[src/rtl/ajuste_dias_ctrl_if.sv]
// Pushbutton inputs and edit/step outputs of the day-of-week edit controller.
interface ajuste_dias_ctrl_if;
    logic btn_edit;
    logic btn_up;
    logic btn_down;
    logic endd;
    logic upd;
    logic downd;

    modport master (output btn_edit, btn_up, btn_down, input endd, upd, downd);
    modport slave  (input btn_edit, btn_up, btn_down, output endd, upd, downd);
endinterface

[src/rtl/ajuste_dias_ctrl.sv]
// Edit-control stage for the day-of-week counter: button sync/debounce, edit toggle,
// and single-cycle up/down step pulses with hold-to-auto-repeat.

module ajuste_dias_deb #(
    parameter int          CNT_W      = 26,
    parameter int unsigned DEB_CYCLES = 1_000_000
) (
    input  logic clkd,
    input  logic resetd,
    input  logic raw,
    output logic db
);
    localparam logic [CNT_W-1:0] DEB_LAST = CNT_W'(DEB_CYCLES - 1);

    logic [1:0]       sync;
    logic [CNT_W-1:0] cnt;

    // db flips only after sync has disagreed with it for DEB_CYCLES consecutive edges
    always_ff @(posedge clkd or posedge resetd) begin
        if (resetd) begin
            sync <= '0;
            cnt  <= '0;
            db   <= 1'b0;
        end else begin
            sync <= {sync[0], raw};
            if (sync[1] == db) begin
                cnt <= '0;
            end else if (cnt == DEB_LAST) begin
                db  <= sync[1];
                cnt <= '0;
            end else begin
                cnt <= cnt + 1'b1;
            end
        end
    end
endmodule

module ajuste_dias_ctrl #(
    parameter int          CNT_W         = 26,
    parameter int unsigned DEB_CYCLES    = 1_000_000,
    parameter int unsigned HOLD_CYCLES   = 50_000_000,
    parameter int unsigned REPEAT_CYCLES = 20_000_000
) (
    input logic               clkd,
    input logic               resetd,
    ajuste_dias_ctrl_if.slave bus
);
    localparam int NUM_BTN = 3;  // 0 edit, 1 up, 2 down
    localparam logic [CNT_W-1:0] HOLD_LAST = CNT_W'(HOLD_CYCLES - 1);
    localparam logic [CNT_W-1:0] RPT_LAST  = CNT_W'(REPEAT_CYCLES - 1);

    typedef enum logic [1:0] {IDLE, HOLD, RPT} state_t;

    logic [NUM_BTN-1:0] raw, db, db_q, rise;
    logic               endd_q, endd_nxt, up_q, dn_q, dir, held;
    logic [CNT_W-1:0]   timer, t_last;
    state_t             state;

    assign raw = {bus.btn_down, bus.btn_up, bus.btn_edit};

    ajuste_dias_deb #(.CNT_W(CNT_W), .DEB_CYCLES(DEB_CYCLES)) u_deb [NUM_BTN-1:0] (
        .clkd   (clkd),
        .resetd (resetd),
        .raw    (raw),
        .db     (db)
    );

    assign rise     = db & ~db_q;
    // Step decisions use the edit level being registered this edge so a pulse never
    // coincides with endd low.
    assign endd_nxt = endd_q ^ rise[0];
    assign held     = dir ? db[2] : db[1];
    assign t_last   = (state == HOLD) ? HOLD_LAST : RPT_LAST;

    always_ff @(posedge clkd or posedge resetd) begin
        if (resetd) begin
            db_q   <= '0;
            endd_q <= 1'b0;
            up_q   <= 1'b0;
            dn_q   <= 1'b0;
            dir    <= 1'b0;
            timer  <= '0;
            state  <= IDLE;
        end else begin
            db_q   <= db;
            endd_q <= endd_nxt;
            up_q   <= 1'b0;
            dn_q   <= 1'b0;
            case (state)
                IDLE: begin
                    // A rise with the other button already down (or rising too) is ignored.
                    if (endd_nxt && rise[1] && !db[2]) begin
                        up_q  <= 1'b1;
                        dir   <= 1'b0;
                        timer <= '0;
                        state <= HOLD;
                    end else if (endd_nxt && rise[2] && !db[1]) begin
                        dn_q  <= 1'b1;
                        dir   <= 1'b1;
                        timer <= '0;
                        state <= HOLD;
                    end
                end
                HOLD, RPT: begin
                    if (!endd_nxt || !held) begin
                        timer <= '0;
                        state <= IDLE;
                    end else if (timer == t_last) begin
                        up_q  <= ~dir;
                        dn_q  <= dir;
                        timer <= '0;
                        state <= RPT;
                    end else begin
                        timer <= timer + 1'b1;
                    end
                end
                default: state <= IDLE;
            endcase
        end
    end

    assign bus.endd  = endd_q;
    assign bus.upd   = up_q;
    assign bus.downd = dn_q;
endmodule

[src/flat_wrapper.sv]
// flat-port wrapper written by rule: the top's interface ports become plain ports
module ajuste_dias_ctrl_flat 
#(
    parameter int          CNT_W         = 26,
    parameter int unsigned DEB_CYCLES    = 1_000_000,
    parameter int unsigned HOLD_CYCLES   = 50_000_000,
    parameter int unsigned REPEAT_CYCLES = 20_000_000
)
  (clkd, resetd, bus_btn_edit, bus_btn_up, bus_btn_down, bus_endd, bus_upd, bus_downd);
  ajuste_dias_ctrl_if bus_i ();
  input logic clkd;
  input logic resetd;
  input wire logic [$bits(bus_i.btn_edit)-1:0] bus_btn_edit;
  input wire logic [$bits(bus_i.btn_up)-1:0] bus_btn_up;
  input wire logic [$bits(bus_i.btn_down)-1:0] bus_btn_down;
  output wire logic [$bits(bus_i.endd)-1:0] bus_endd;
  output wire logic [$bits(bus_i.upd)-1:0] bus_upd;
  output wire logic [$bits(bus_i.downd)-1:0] bus_downd;
  assign bus_i.btn_edit = bus_btn_edit;
  assign bus_i.btn_up = bus_btn_up;
  assign bus_i.btn_down = bus_btn_down;
  assign bus_endd = bus_i.endd;
  assign bus_upd = bus_i.upd;
  assign bus_downd = bus_i.downd;
  ajuste_dias_ctrl #(.CNT_W(CNT_W), .DEB_CYCLES(DEB_CYCLES), .HOLD_CYCLES(HOLD_CYCLES), .REPEAT_CYCLES(REPEAT_CYCLES)) u_core (.clkd(clkd), .resetd(resetd), .bus(bus_i));
endmodule
[config.mk]
export PLATFORM = sky130hd
export DESIGN_NAME = ajuste_dias_ctrl_flat
export DESIGN_NICKNAME = d
export VERILOG_FILES = /design/src/rtl/ajuste_dias_ctrl_if.sv /design/src/rtl/ajuste_dias_ctrl.sv /design/src/flat_wrapper.sv
export SDC_FILE = /design/constraint.sdc
export NUM_CORES = 1
export LEC_CHECK = 0
export BUFFER_PORTS_ARGS = -buffer_cell sky130_fd_sc_hd__buf_2
export CAP_MARGIN = 20
export CELL_PAD_IN_SITES_DETAIL_PLACEMENT = 1
export CELL_PAD_IN_SITES_GLOBAL_PLACEMENT = 2
export CORE_ASPECT_RATIO = 1.2
export CORE_MARGIN = 8
export CORE_UTILIZATION = 41
export DETAILED_ROUTE_END_ITERATION = 8
export MAX_ROUTING_LAYER = met4
export PLACE_DENSITY_LB_ADDON = 0.12
export RECOVER_POWER = 100
export SYNTH_ARGS = -nofsm -noshare
export SYNTH_HDL_FRONTEND = slang
export SYNTH_HIERARCHICAL = 1
export SYNTH_SLANG_ARGS = --single-unit
export TNS_END_PERCENT = 5
[constraint.sdc]
create_clock -name clkd -period 2.5 [get_ports clkd]
set_input_delay 0.5 -clock clkd [delete_from_list [all_inputs] [get_ports clkd]]
set_output_delay 0.5 -clock clkd [all_outputs]
set_load 0.03 [all_outputs]
After elaboration in Yosys (flattened, before gate mapping)
Index checks and enable logic that the tools add are counted.
- bits of input ports: 5
- output and inout port bits: 3
- bits in registers: 122
- logic and storage cells: 86
- $add $sub $neg: 4
- eq/ne operators: 11
- bitwise operators: 7
- reductions and logical operators: 19
- mux-type cells: 29
- operators by type and width (operator ; number):
    $mux W26 ; 11
    $add A26 B1 Y26 const B ; 4
    $eq A26 B20 Y1 const B ; 3
    $pmux W26 S2 ; 1
    $eq A26 B26 Y1 ; 1
    $reduce_and A2 Y1 ; 6
    $mux W1 ; 10
    $mux W2 ; 4
    $ne A3 B1 Y1 const B ; 2
    $logic_and A1 B1 Y1 ; 4
    $logic_not A1 Y1 ; 4
    $not A1 Y1 ; 4
    $pmux W1 S2 ; 2
    $pmux W2 S2 ; 1
    $reduce_bool A2 Y1 ; 2
    $and A3 B3 Y3 ; 1
    $eq A1 B1 Y1 ; 3
    $not A3 Y3 ; 1
    $eq A2 B1 Y1 const B ; 1
    $eq A2 B2 Y1 const B ; 1
    $logic_not A2 Y1 ; 1
    $reduce_or A2 Y1 ; 1
    $logic_or A1 B1 Y1 ; 1
    $xor A1 B1 Y1 ; 1

Logic depth before layout (Yosys ltp)
- depth in word-level cells: 8
- gate-level depth with buffers: 8
- mapped depth without buffers: 7

Hierarchy
The synthesis kept the hierarchy.
- by module, submodules not included (module ; area an instance (um^2) ; seq. area each (um^2) ; instances ; cells an instance):
    ajuste_dias_deb ; 1546.5 ; 725.7 ; 3 ; 159
    ajuste_dias_ctrl ; 2085.8 ; 875.8 ; 1 ; 232

Least setup slack after synthesis
OpenSTA, ideal clock, no wires.
- path type: reg-to-reg
- start: reg u_core.state[1]
- end: reg u_core.timer[25]
- slack: 0.465 ns
- data arrival time: 1.905 ns
- clock period less this slack: 2.035 ns
- buffers on the path: 1
- library setup time: 0.130 ns
- stages on the path, launching flop included: 9
- required time: 2.370 ns
- cells stage by stage: dfrtp_1 -> inv_1 -> ha_1 -> or4b_1 -> nor4_1 -> o2111ai_1 -> buf_2 -> a41oi_1 -> o31ai_1
- cells in the longest elaborated chain, start to end: 6
- elaborated cells on any way between the ends: 12
- classes of those cells: eq/ne (4); mux (4); reduce/logical (4)
- RTL lines (item ; line ; text):
    start: declaration ; ajuste_dias_ctrl.sv:57 ; state_t state;
    start signal: assignment ; ajuste_dias_ctrl.sv:83 ; state <= IDLE;
    start signal: assignment ; ajuste_dias_ctrl.sv:96 ; state <= HOLD;
    start signal: assignment ; ajuste_dias_ctrl.sv:101 ; state <= HOLD;
    $eq A2 B1 Y1 ; ajuste_dias_ctrl.sv:73, ajuste_dias_ctrl.sv:89 ;
    $mux W26 ; ajuste_dias_ctrl.sv:73 ; assign t_last = (state == HOLD) ? HOLD_LAST : RPT_LAST;
    $eq A26 B26 Y1 ; ajuste_dias_ctrl.sv:108 ; end else if (timer == t_last) begin
    $mux W26 ; ajuste_dias_ctrl.sv:108 ;
    $mux W26 ; ajuste_dias_ctrl.sv:105 ; if (!endd_nxt || !held) begin
    $pmux W26 S2 ; ajuste_dias_ctrl.sv:89 ; case (state)
    end signal: assignment ; ajuste_dias_ctrl.sv:114 ; timer <= timer + 1'b1;
    end: declaration ; ajuste_dias_ctrl.sv:56 ; logic [CNT_W-1:0] timer, t_last;
Several ways; a longest one is shown, not always the timed one.
A chain may end at the register's enable or synchronous reset.

Worst setup path after layout
- start: reg u_core.state[1]
- end: reg u_core.timer[24]
The elaborated chain is that of the path after synthesis.

==> reports/metrics.cfg <==
[status]
status=finished, violations left
violations=capacitance limit, slew limit

[logic_synthesis]
avgSynthCellArea_um2=9.49
yosysMostFrequentCell=dfrtp_1
ys_seq_area_share_pct=45.4
synth_area_leaders=dfrtp_1 (45%), nand3_1 (4.5%), nand4_1 (4.2%)
synth_seq_cells=122
synth_top_area_share_pct=45.4
synth_common_cells=dfrtp_1 (122), nand3_1 (60), nor2_1 (59)
synth_largest_area_cell=dfrtp_1
yosysWarnings=6
syn_inst=709
synth_edf_count=0
synth_top_flop_cell=dfrtp_1
syn_area_um2=6730
syn_nets=724
synth_cell_types=59
synth-async-reset-ratio_pct=100

[global_route]
grt-ovfl-total=0
grt_max_degree=36
grt_use_total_pct=18.3
antenna_found_initial=0
grt_pass1_vias=6133
grt_pass1_wl_um=30500

[critical_path]
r2r_end=u_core/timer[24]
r2r_cells=8
rrSetupSlack_ns=0.12
rr_startpoint=u_core/state[1]
cp-start-kind=register
critPathRequiredTime_ns=2.78
arrival_ns=2.66
end_kind=register
crit_fanout=12
worst-setup-path-type=register to register

[routing]
vias=5678
drc=0
wl_um=17300
dr.pass1.iters=5
antenna_left=0
drtIter0Drc=323
wl_per_cell_um=18.2
avgViaCountPerCell=5.95

[final_layout]
drive_above_1_share_pct=11.2
final_area_um2=7570
fin_nets=744
fill_cells=1879
area_delta_synth_final_pct=12.5
fin_cells=954
diodes=0

[placed_design]
io_buffers=7
place.gp.congestion=0.817
placed_cells=922
placed_area_um2=7030
detailed_place_hpwl_um=12100
dp_worst_setup_slack_ns=0.0178

[sta]
max_freq_mhz=420
setup_violations=0
tightest_slew_ns=1.62
finalHoldViolCount=0
fin_crit_sh_pct=95.2
slew_viol_final=90
maxSlewHeadroom_pct=-8.21
fin_skew_ns=0.00863
rsz0062_at_grt=true
finalWorstSetupSlack_ns=0.119
post-route-min-period_ns=2.38

[pwr]
p_leak_nw=2.91
ir_drop_mv=0.433
cellPowerDensity_nw_per_um2=603

[floorplan]
die_area_um2=20800
core_area_um2=16100
initial_core_util_pct=41.7
die_w_um=133
die_h_um=156
ios=8
rows=51

[flow_run]
maxCapViolations=3

[clock_tree]
cts-buffers-inserted=17
root_buffer=clkbuf_16
cts_hold_buf=0
htreeDepth=4
cts_tree=yes
cts_buffer_depth=2
path_clk_slew_ns=0.06
clock_latency_ns=0.41
cts_sinks=122

[worst_hold_path]
min_from=bus_btn_down
hold_end=u_core/u_deb[2]/sync[0]
hold-path-cell-count=1
hp-class=primary input to register

==> flip-flops by register name, indices dropped and copies added (netlist names) <==
| signal | count |
|---|---|
| u_core/dir | 1 |
| u_core/u_deb/db | 3 |
| u_core/bus.endd | 1 |
| u_core/u_deb/sync | 6 |
| u_core/u_deb/cnt | 78 |
| u_core/bus.downd | 1 |
| u_core/db_q | 3 |
| u_core/state | 2 |
| u_core/timer | 26 |
| u_core/bus.upd | 1 |
==> cell families (layout without fill, tap and decap cells) <==
| family | count (synthesis) | in the layout | share of synthesized area [%] |
|---|---|---|---|
| flops | 122 | 122 | 45.4 |
| fa+ha+maj | 10 | 10 | 1.86 |
| mux | 4 | 4 | 0.670 |
| xor+xnor | 40 | 40 | 5.21 |
| compound gates | 125 | 125 | 11.7 |
| buf+inv | 53 | 86 | 4.22 |
| simple gates | 355 | 355 | 30.9 |
==> worst max path at each step <==
stage	to	start	cells after the start	slack, ns
6_report	u_core/timer[24]	u_core/state[1]	8	0.12
5_1_grt	u_core/timer[24]	u_core/state[1]	8	-0.04
4_1_cts	u_core/timer[24]	u_core/state[1]	8	0.06
2_1_floorplan	u_core/timer[25]	u_core/state[1]	8	0.47
3_3_place_gp	u_core/timer[16]	u_core/state[0]	7	0.23
3_5_place_dp	u_core/timer[16]	u_core/state[0]	7	0.02
==> area by class of cell <==
class | count | area (µm²) | area share (%)
Clock inverter | 10 | 118 | 1.55
Clock buffer | 22 | 474 | 6.27
Tap cell | 212 | 265 | 3.51
Timing Repair Buffer | 31 | 185 | 2.45
Inverter | 23 | 86.3 | 1.14
Sequential cell | 122 | 3050 | 40.4
Multi-Input combinational cell | 534 | 3380 | 44.7
==> per-layer routing <==
layer	wire length, µm	global-route usage (%)	vias to the layer above
li1	-	-	2687
met1	7700	21.4	2891
met2	8900	31.0	71
met3	420	3.53	29
met4	323	6.45	0
met5	0	-	-
==> metrics by stage <==
stage / total power, mW / setup TNS, ns / utilization (%) / hold WS, ns
final: 4.56 / 0 / 46.9 / 0.189
after global routing: 4.73 / -0.0549 / 46.9 / 0.175
after CTS: 4.64 / 0 / 47.2 / 0.171
after detailed placement: 2.17 / 0 / 43.5 / 0.339
after global placement: 2.16 / 0 / 43.5 / 0.336
after floorplan: 2.13 / 0 / - / 0.331
==> layout by cell type (no fill, tap or decap), types with 7 or more instances in the layout <==
cell,n
nor3_1,15
nor2_1,58
o21ai_0,38
or3_1,26
clkbuf_16,17
clkbuf_1,10
xnor2_1,18
inv_1,23
nand4_1,46
or4_1,8
and4_1,22
dfrtp_1,122
nand4b_1,7
a21oi_1,40
nor4_1,14
nand2_1,52
ha_1,10
buf_4,16
nand3_1,60
xor2_1,22
==> report_power, final <==
group / switching (mW) / total (mW) / internal [mW]
Clock: 0.900 / 2.44 / 1.54
Combinational: 0.0778 / 0.0987 / 0.0208
Sequential: 0.0267 / 2.02 / 1.99
==> timing repair <==
item	in CTS	in global routing
setup buffers	0	0
endpoints found under the setup margin	2	12
gates resized for setup	1	3
==> worst max-delay path: stages, from the launching register on <==
cell	delay, ns
dfrtp_1	0.38
inv_1	0.08
ha_1	0.20
or4b_1	0.51
nor4_2	0.21
o2111ai_2	0.27
buf_4	0.27
a41oi_1	0.22
o31ai_1	0.11
No activity file was read; power rests on OpenSTA's default activity.
